File: config.mk
export PLATFORM = sky130hd
export DESIGN_NAME = reg_dump_uart_tx
export DESIGN_NICKNAME = d
export VERILOG_FILES = /design/src/rtl/reg_dump_uart_tx.sv
export SDC_FILE = /design/constraint.sdc
export NUM_CORES = 1
export LEC_CHECK = 0
export ABC_AREA = 1
export CORE_UTILIZATION = 55
export CTS_CLUSTER_SIZE = 20
export DETAILED_ROUTE_END_ITERATION = 7
export MAX_ROUTING_LAYER = met4
export PLACE_DENSITY_LB_ADDON = 0.08
export SETUP_SLACK_MARGIN = 0.1
export SKIP_CTS_REPAIR_TIMING = 1
export SLEW_MARGIN = 20
export SYNTH_ARGS = -nofsm -noshare
export SYNTH_HDL_FRONTEND = slang
export SYNTH_SLANG_ARGS = --single-unit
File: constraint.sdc
create_clock -name clk -period 2.55 [get_ports clk]
set_input_delay 0.51 -clock clk [delete_from_list [all_inputs] [get_ports clk]]
set_output_delay 0.51 -clock clk [all_outputs]
set_load 0.01 [all_outputs]
File: src/rtl/reg_dump_uart_tx.sv
// Walks debug-port register indices 0..NUM_REGS-1 and sends each word MSB byte first over UART 8N1.
// Dump takes NUM_REGS*(WIDTH/8*10*CLKS_PER_BIT + 2) cycles; no backpressure, start is ignored while busy.
module reg_dump_uart_tx #(
    parameter int WIDTH        = 32,
    parameter int NUM_REGS     = 32,
    parameter int CLKS_PER_BIT = 868
) (
    input  logic             clk,
    input  logic             reset,
    input  logic             start,
    input  logic [WIDTH-1:0] dbg_data,
    output logic [4:0]       dbg_sel,
    output logic             tx,
    output logic             busy,
    output logic             done
);

    localparam int NBYTES = WIDTH / 8;
    localparam int BW     = (NBYTES > 1) ? $clog2(NBYTES) : 1;
    localparam int CW     = (CLKS_PER_BIT > 1) ? $clog2(CLKS_PER_BIT) : 1;

    localparam logic [CW-1:0] BAUD_LAST  = CW'(CLKS_PER_BIT - 1);
    localparam logic [4:0]    SEL_LAST   = 5'(NUM_REGS - 1);
    localparam logic [BW-1:0] BYTE_FIRST = BW'(NBYTES - 1);

    typedef enum logic [2:0] {
        IDLE,
        LOAD,
        START_BIT,
        DATA_BITS,
        STOP_BIT,
        NEXT
    } state_t;

    state_t           state_q;
    logic [WIDTH-1:0] word_q;
    logic [BW-1:0]    byte_idx_q;
    logic [2:0]       bit_idx_q;
    logic [6:0]       shift_q;
    logic [CW-1:0]    baud_q;
    logic [4:0]       sel_q;
    logic             tx_q;
    logic             busy_q;
    logic             done_q;

    logic [7:0]       cur_byte;
    logic             baud_end;

    assign cur_byte = 8'(word_q >> {byte_idx_q, 3'b000});
    assign baud_end = (baud_q == BAUD_LAST);

    always_ff @(posedge clk or posedge reset) begin
        if (reset) begin
            state_q    <= IDLE;
            word_q     <= '0;
            byte_idx_q <= '0;
            bit_idx_q  <= '0;
            shift_q    <= '0;
            baud_q     <= '0;
            sel_q      <= '0;
            tx_q       <= 1'b1;
            busy_q     <= 1'b0;
            done_q     <= 1'b0;
        end else begin
            done_q <= 1'b0;
            case (state_q)
                IDLE: begin
                    tx_q <= 1'b1;
                    if (start) begin
                        state_q <= LOAD;
                        busy_q  <= 1'b1;
                        sel_q   <= '0;
                        baud_q  <= '0;
                    end
                end

                // dbg_sel was updated on entry, so dbg_data has settled by this edge
                LOAD: begin
                    word_q     <= dbg_data;
                    byte_idx_q <= BYTE_FIRST;
                    tx_q       <= 1'b0;
                    baud_q     <= '0;
                    state_q    <= START_BIT;
                end

                START_BIT: begin
                    if (baud_end) begin
                        baud_q    <= '0;
                        bit_idx_q <= '0;
                        tx_q      <= cur_byte[0];
                        shift_q   <= cur_byte[7:1];
                        state_q   <= DATA_BITS;
                    end else begin
                        baud_q <= baud_q + CW'(1);
                    end
                end

                DATA_BITS: begin
                    if (baud_end) begin
                        baud_q <= '0;
                        if (bit_idx_q == 3'd7) begin
                            tx_q    <= 1'b1;
                            state_q <= STOP_BIT;
                        end else begin
                            bit_idx_q <= bit_idx_q + 3'd1;
                            tx_q      <= shift_q[0];
                            shift_q   <= {1'b0, shift_q[6:1]};
                        end
                    end else begin
                        baud_q <= baud_q + CW'(1);
                    end
                end

                // Back-to-back frames within a word; done/busy settle on entry to the final NEXT
                STOP_BIT: begin
                    if (baud_end) begin
                        baud_q <= '0;
                        if (byte_idx_q != '0) begin
                            byte_idx_q <= byte_idx_q - BW'(1);
                            tx_q       <= 1'b0;
                            state_q    <= START_BIT;
                        end else begin
                            state_q <= NEXT;
                            if (sel_q == SEL_LAST) begin
                                done_q <= 1'b1;
                                busy_q <= 1'b0;
                            end
                        end
                    end else begin
                        baud_q <= baud_q + CW'(1);
                    end
                end

                NEXT: begin
                    baud_q <= '0;
                    if (sel_q == SEL_LAST) begin
                        state_q <= IDLE;
                    end else begin
                        sel_q   <= sel_q + 5'd1;
                        state_q <= LOAD;
                    end
                end

                default: begin
                    state_q <= IDLE;
                    tx_q    <= 1'b1;
                    busy_q  <= 1'b0;
                end
            endcase
        end
    end

    assign dbg_sel = sel_q;
    assign tx      = tx_q;
    assign busy    = busy_q;
    assign done    = done_q;

endmodule

Word-level counts from Yosys, hierarchy flattened
Cells that the tools add are included.
W data, S select, Z words.
- bits in registers: 65
- bits of input ports: 35
- output and inout port bits: 8
- logic and storage cells: 91
- $add $sub $neg: 4
- eq/ne operators: 18
- shifts and indexed selects: 1
- muxes and demuxes: 40
- bitwise operators: 2
- reduce and logical (&&, ||, !) cells: 16
- operator list (kind ; count):
    $shr A32 B5 Y8 ; 1
    $pmux W10 S3 ; 1
    $mux W3 ; 9
    $mux W7 ; 3
    $mux W10 ; 2
    $ne A2 B2 Y1 const B ; 10
    $pmux W3 S6 ; 1
    $reduce_and A5 Y1 ; 3
    $mux W1 ; 14
    $pmux W7 S2 ; 1
    $add A10 B1 Y10 const B ; 1
    $eq A10 B10 Y1 const B ; 1
    $mux W5 ; 2
    $pmux W5 S2 ; 1
    $eq A3 B3 Y1 const B ; 3
    $reduce_bool A2 Y1 ; 4
    $eq A3 B2 Y1 const B ; 2
    $pmux W3 S2 ; 1
    $reduce_and A3 Y1 ; 2
    $add A5 B1 Y5 const B ; 1
    $eq A5 B5 Y1 const B ; 1
    $pmux W1 S5 ; 1
    $mux W2 ; 2
    $pmux W2 S2 ; 1
    other kinds (12) ; 13

Longest topological paths before layout
- depth after elaboration: 5
- gate-level depth with buffers: 11
- gate-level depth less buffers: 11

Least setup slack after synthesis
No wires, ideal clock.
- path kind: register -> register
- start: register sel_q[0], in the netlist dbg_sel[0]
- end: register sel_q[2], in the netlist dbg_sel[2]
- library setup time: 126 ps
- arrival time: 1431 ps
- data required time: 2424 ps
- path slack: 993 ps
- stages on the path, launching flop included: 12
- path buffers: 1
- clock period less this slack: 1557 ps
- cells stage by stage: dfrtp_1 -> ha_1 -> nand2_1 -> nor2_1 -> ha_1 -> inv_1 -> nand2_1 -> nand2_1 -> nand2_1 -> buf_2 -> nand2_1 -> o21ai_0
- longest elaborated chain between the ends: 3
- elaborated cells on any way between the ends: 6
- those cells by class: add/sub (1); eq/ne (2); mux (2); reduce/logical (1)
- ends and longest elaborated chain (element ; line ; RTL):
    start: declaration ; 41 ; logic [4:0] sel_q;
    start signal: assignment ; 139 ; sel_q <= sel_q + 5'd1;
    $add A5 B1 Y5 or $eq A5 B5 Y1 (tied branches) ; 139, 136 ;
    $mux W5 or $ne A2 B2 Y1 (tied branches) ; - ;
    $pmux W5 S2 or $reduce_and A3 Y1 (tied branches) ; - ;
Several ways; a longest one is shown, not always the timed one. The select of a mux whose other input is x is not followed.
A chain may end at the register's enable or synchronous reset.

Final worst setup path
- start: register tx_q, in the netlist tx
- end: output tx
- RTL lines (element ; line ; RTL):
    start: declaration ; 42 ; logic tx_q;
    start signal: assignment ; 90 ; tx_q <= cur_byte[0];
    start signal: assignment ; 106 ; tx_q <= shift_q[0];
    end: declaration ; 13 ; output logic tx,
No word-level cell between the ends.

==> out/results.txt <==
CP arrival: 1410 ps
Root buffer cell: clkbuf_8
Count of final setup violators: 0
Setup total negative slack: 0 ps
Async S/R FF share, synth: 100%
Die Footprint: 0.00646 mm²
Top FF cell, synth: dfrtp_1
Standard-cell rows: 28
Reg2Reg Depth: 6
Vias: 2711
Peak supply drop: 0.397 mV
Initial drt markers: 139
Antenna fix cells: 0
Crit-path cells: clkdlybuf4s50_1
Crit path largest cell delay: 540 ps
Period utilization: 75.2%
WL per Instance: 13.3 µm
Drt via density: 5.24
Worst-margin pin slew: 426 ps
GP Congestion: 0.893
Worst rel slew slack: 71.6%
Critical path type: flip-flop to primary output
Flops & latches, synth: 65
Mapped Cells: 390
Initial Utilization: 57.0%
H-Tree Depth: 3
Slowest cell on the critical path: dfstp_2
Area of the core: 0.00592 mm²
Synth warn: 0
Nets: 478
Synth cell types: 32
Worst setup SP type: flip-flop
Clk buf depth: 2
Die Wd: 80.3 µm
Overall routing resource usage: 25.2%
Worst R2R Start: byte_idx_q[1]
Synth top area share: 47.4%
Syn Area/Cell: 8.66 µm²
Worst reg2reg setup slack: 820 ps
CP Max Fanout: 2
Clock Pin Slew Worst Setup and Hold Paths: 60 ps
Status: finished clean
Crit path buf inv count: 1
Tmin final: 1920 ps
Post-synth EDFFs: 0
Routed Antenna Nets: 0
Seq/Total Area, Yosys: 48.2%
Synth Net Count: 431
CP Data Required Time: 2040 ps
Vias in the first global route: 2610
Pins Over Slew Limit: 0
DR DRC count: 0
Levels on crit path: 1
Leakage: 1.92 nW
Detailed Place HPWL: 4940 µm
Fmax: 521 MHz
Final Hold Fails: 0
Clk Latency, worst-skew pair: 350 ps
First-pass GRT wire length: 12000 µm
Power Total: 2.11 mW
CTS tree: yes
CP top delay family: flip-flops
CTS Buf Count: 9
Top cells by area, synth: dfrtp_1 (47%), nand2_1 (15%), mux2_2 (11%), nand3_1 (6.5%), inv_1 (2.4%)
Crit end category: primary output
Initial antenna violation count: 0
Pre-Repair DR Iteration Count: 4
Worst min path class: input pin to asynchronous set/reset pin
Final clock skew: 13.1 ps
Synthesized area: 0.00338 mm²
Drt total wl: 6890 µm
GR Overflow Total: 0
IO Pins: 43
Most frequent cell after synthesis: nand2_1
Die height: 80.3 µm
RSZ-0062 raised after global routing: no
Area leader, netlist: dfrtp_1
IO Port Bufs: 42
Top cells by count, synth: nand2_1 (136), dfrtp_1 (64), nand3_1 (44)
Max cap viols: 0
Num Clock Sinks: 65
Share of layout cells above drive strength 1: 16.7%
Largest net degree at the start of global routing: 59
Worst Setup EP: tx
Worst R2R End: byte_idx_q[1]
Layout area overhead: 21.0%
Power per cell area: 517 mW/mm²
CP startpoint: tx
[how the worst min path moves through the flow]
stage / from / end / slack, ps
6_report: reset / word_q[8] / 390
5_1_grt: reset / word_q[8] / 410
4_1_cts: reset / word_q[8] / 380
3_5_place_dp: tx / tx / 470
3_3_place_gp: tx / tx / 460
2_1_floorplan: shift_q[0] / shift_q[0] / 450
[logic make-up after synthesis]
family | count (synthesis) | share of synthesized area, %
compound gates | 21 | 3.71
buf+inv | 39 | 5.30
fa+ha+maj | 6 | 2.22
flops | 65 | 48.2
xor+xnor | 3 | 0.778
simple gates | 224 | 29.1
mux | 32 | 10.7
[routing by layer]
layer	track usage, %	part of all wire [%]	wire length [µm]	vias to the layer above
met2	38.9	48	3320	65
li1	-	-	-	1360
met4	9.29	1.6	108	0
met3	4.66	4.1	280	10
met1	33.2	46	3180	1276
met5	-	0	0	-
[placed cells by master (no fill, tap or decap), drive strengths merged]
cell,instances
mux2,32
or2,4
ha,6
inv,26
dfrtp,64
clkinvlp,2
nor2,21
nand4,2
nor3,5
clkdlybuf4s50,42
o22ai,1
o21ai,16
a21oi,4
clkbuf,12
clkinv,3
bufinv,1
dfstp,1
nand3,46
nand3b,6
buf,5
xor2,3
nand2,140
[registers in the layout (all words and copies together) (netlist names)]
name	flops
state_q	3
shift_q	7
byte_idx_q	2
baud_q	10
bit_idx_q	3
tx	1
dbg_sel	5
busy	1
done	1
word_q	32
[power breakdown]
group | internal (mW) | switching [mW] | total, mW
sequential | 1.06 | 0.0151 | 1.07
clock | 0.530 | 0.395 | 0.924
combinational | 0.0742 | 0.0425 | 0.117
[cell type report]
class / count / area, µm²
clock buffer: 12 / 165
fill: 504 / 1840
tap: 75 / 93.8
multi-input combinational: 286 / 1570
sequential: 65 / 1630
clock inverter: 4 / 50.0
timing repair buffer: 47 / 470
inverter: 28 / 108
[stage by stage]
step                cell area [µm²]  hold WS (ps)  setup slack [ps]  util, %  std cells
floorplan                      3380           449               415        -        390
finish                         4080           389               632     69.0        517
CTS                            4080           385               618     69.0        517
detailed placement             3870           468               724     65.3        501
global placement               3870           461               778     65.3        501
global route                   4080           411               596     69.0        517
Power figures use the tool's default switching activity.
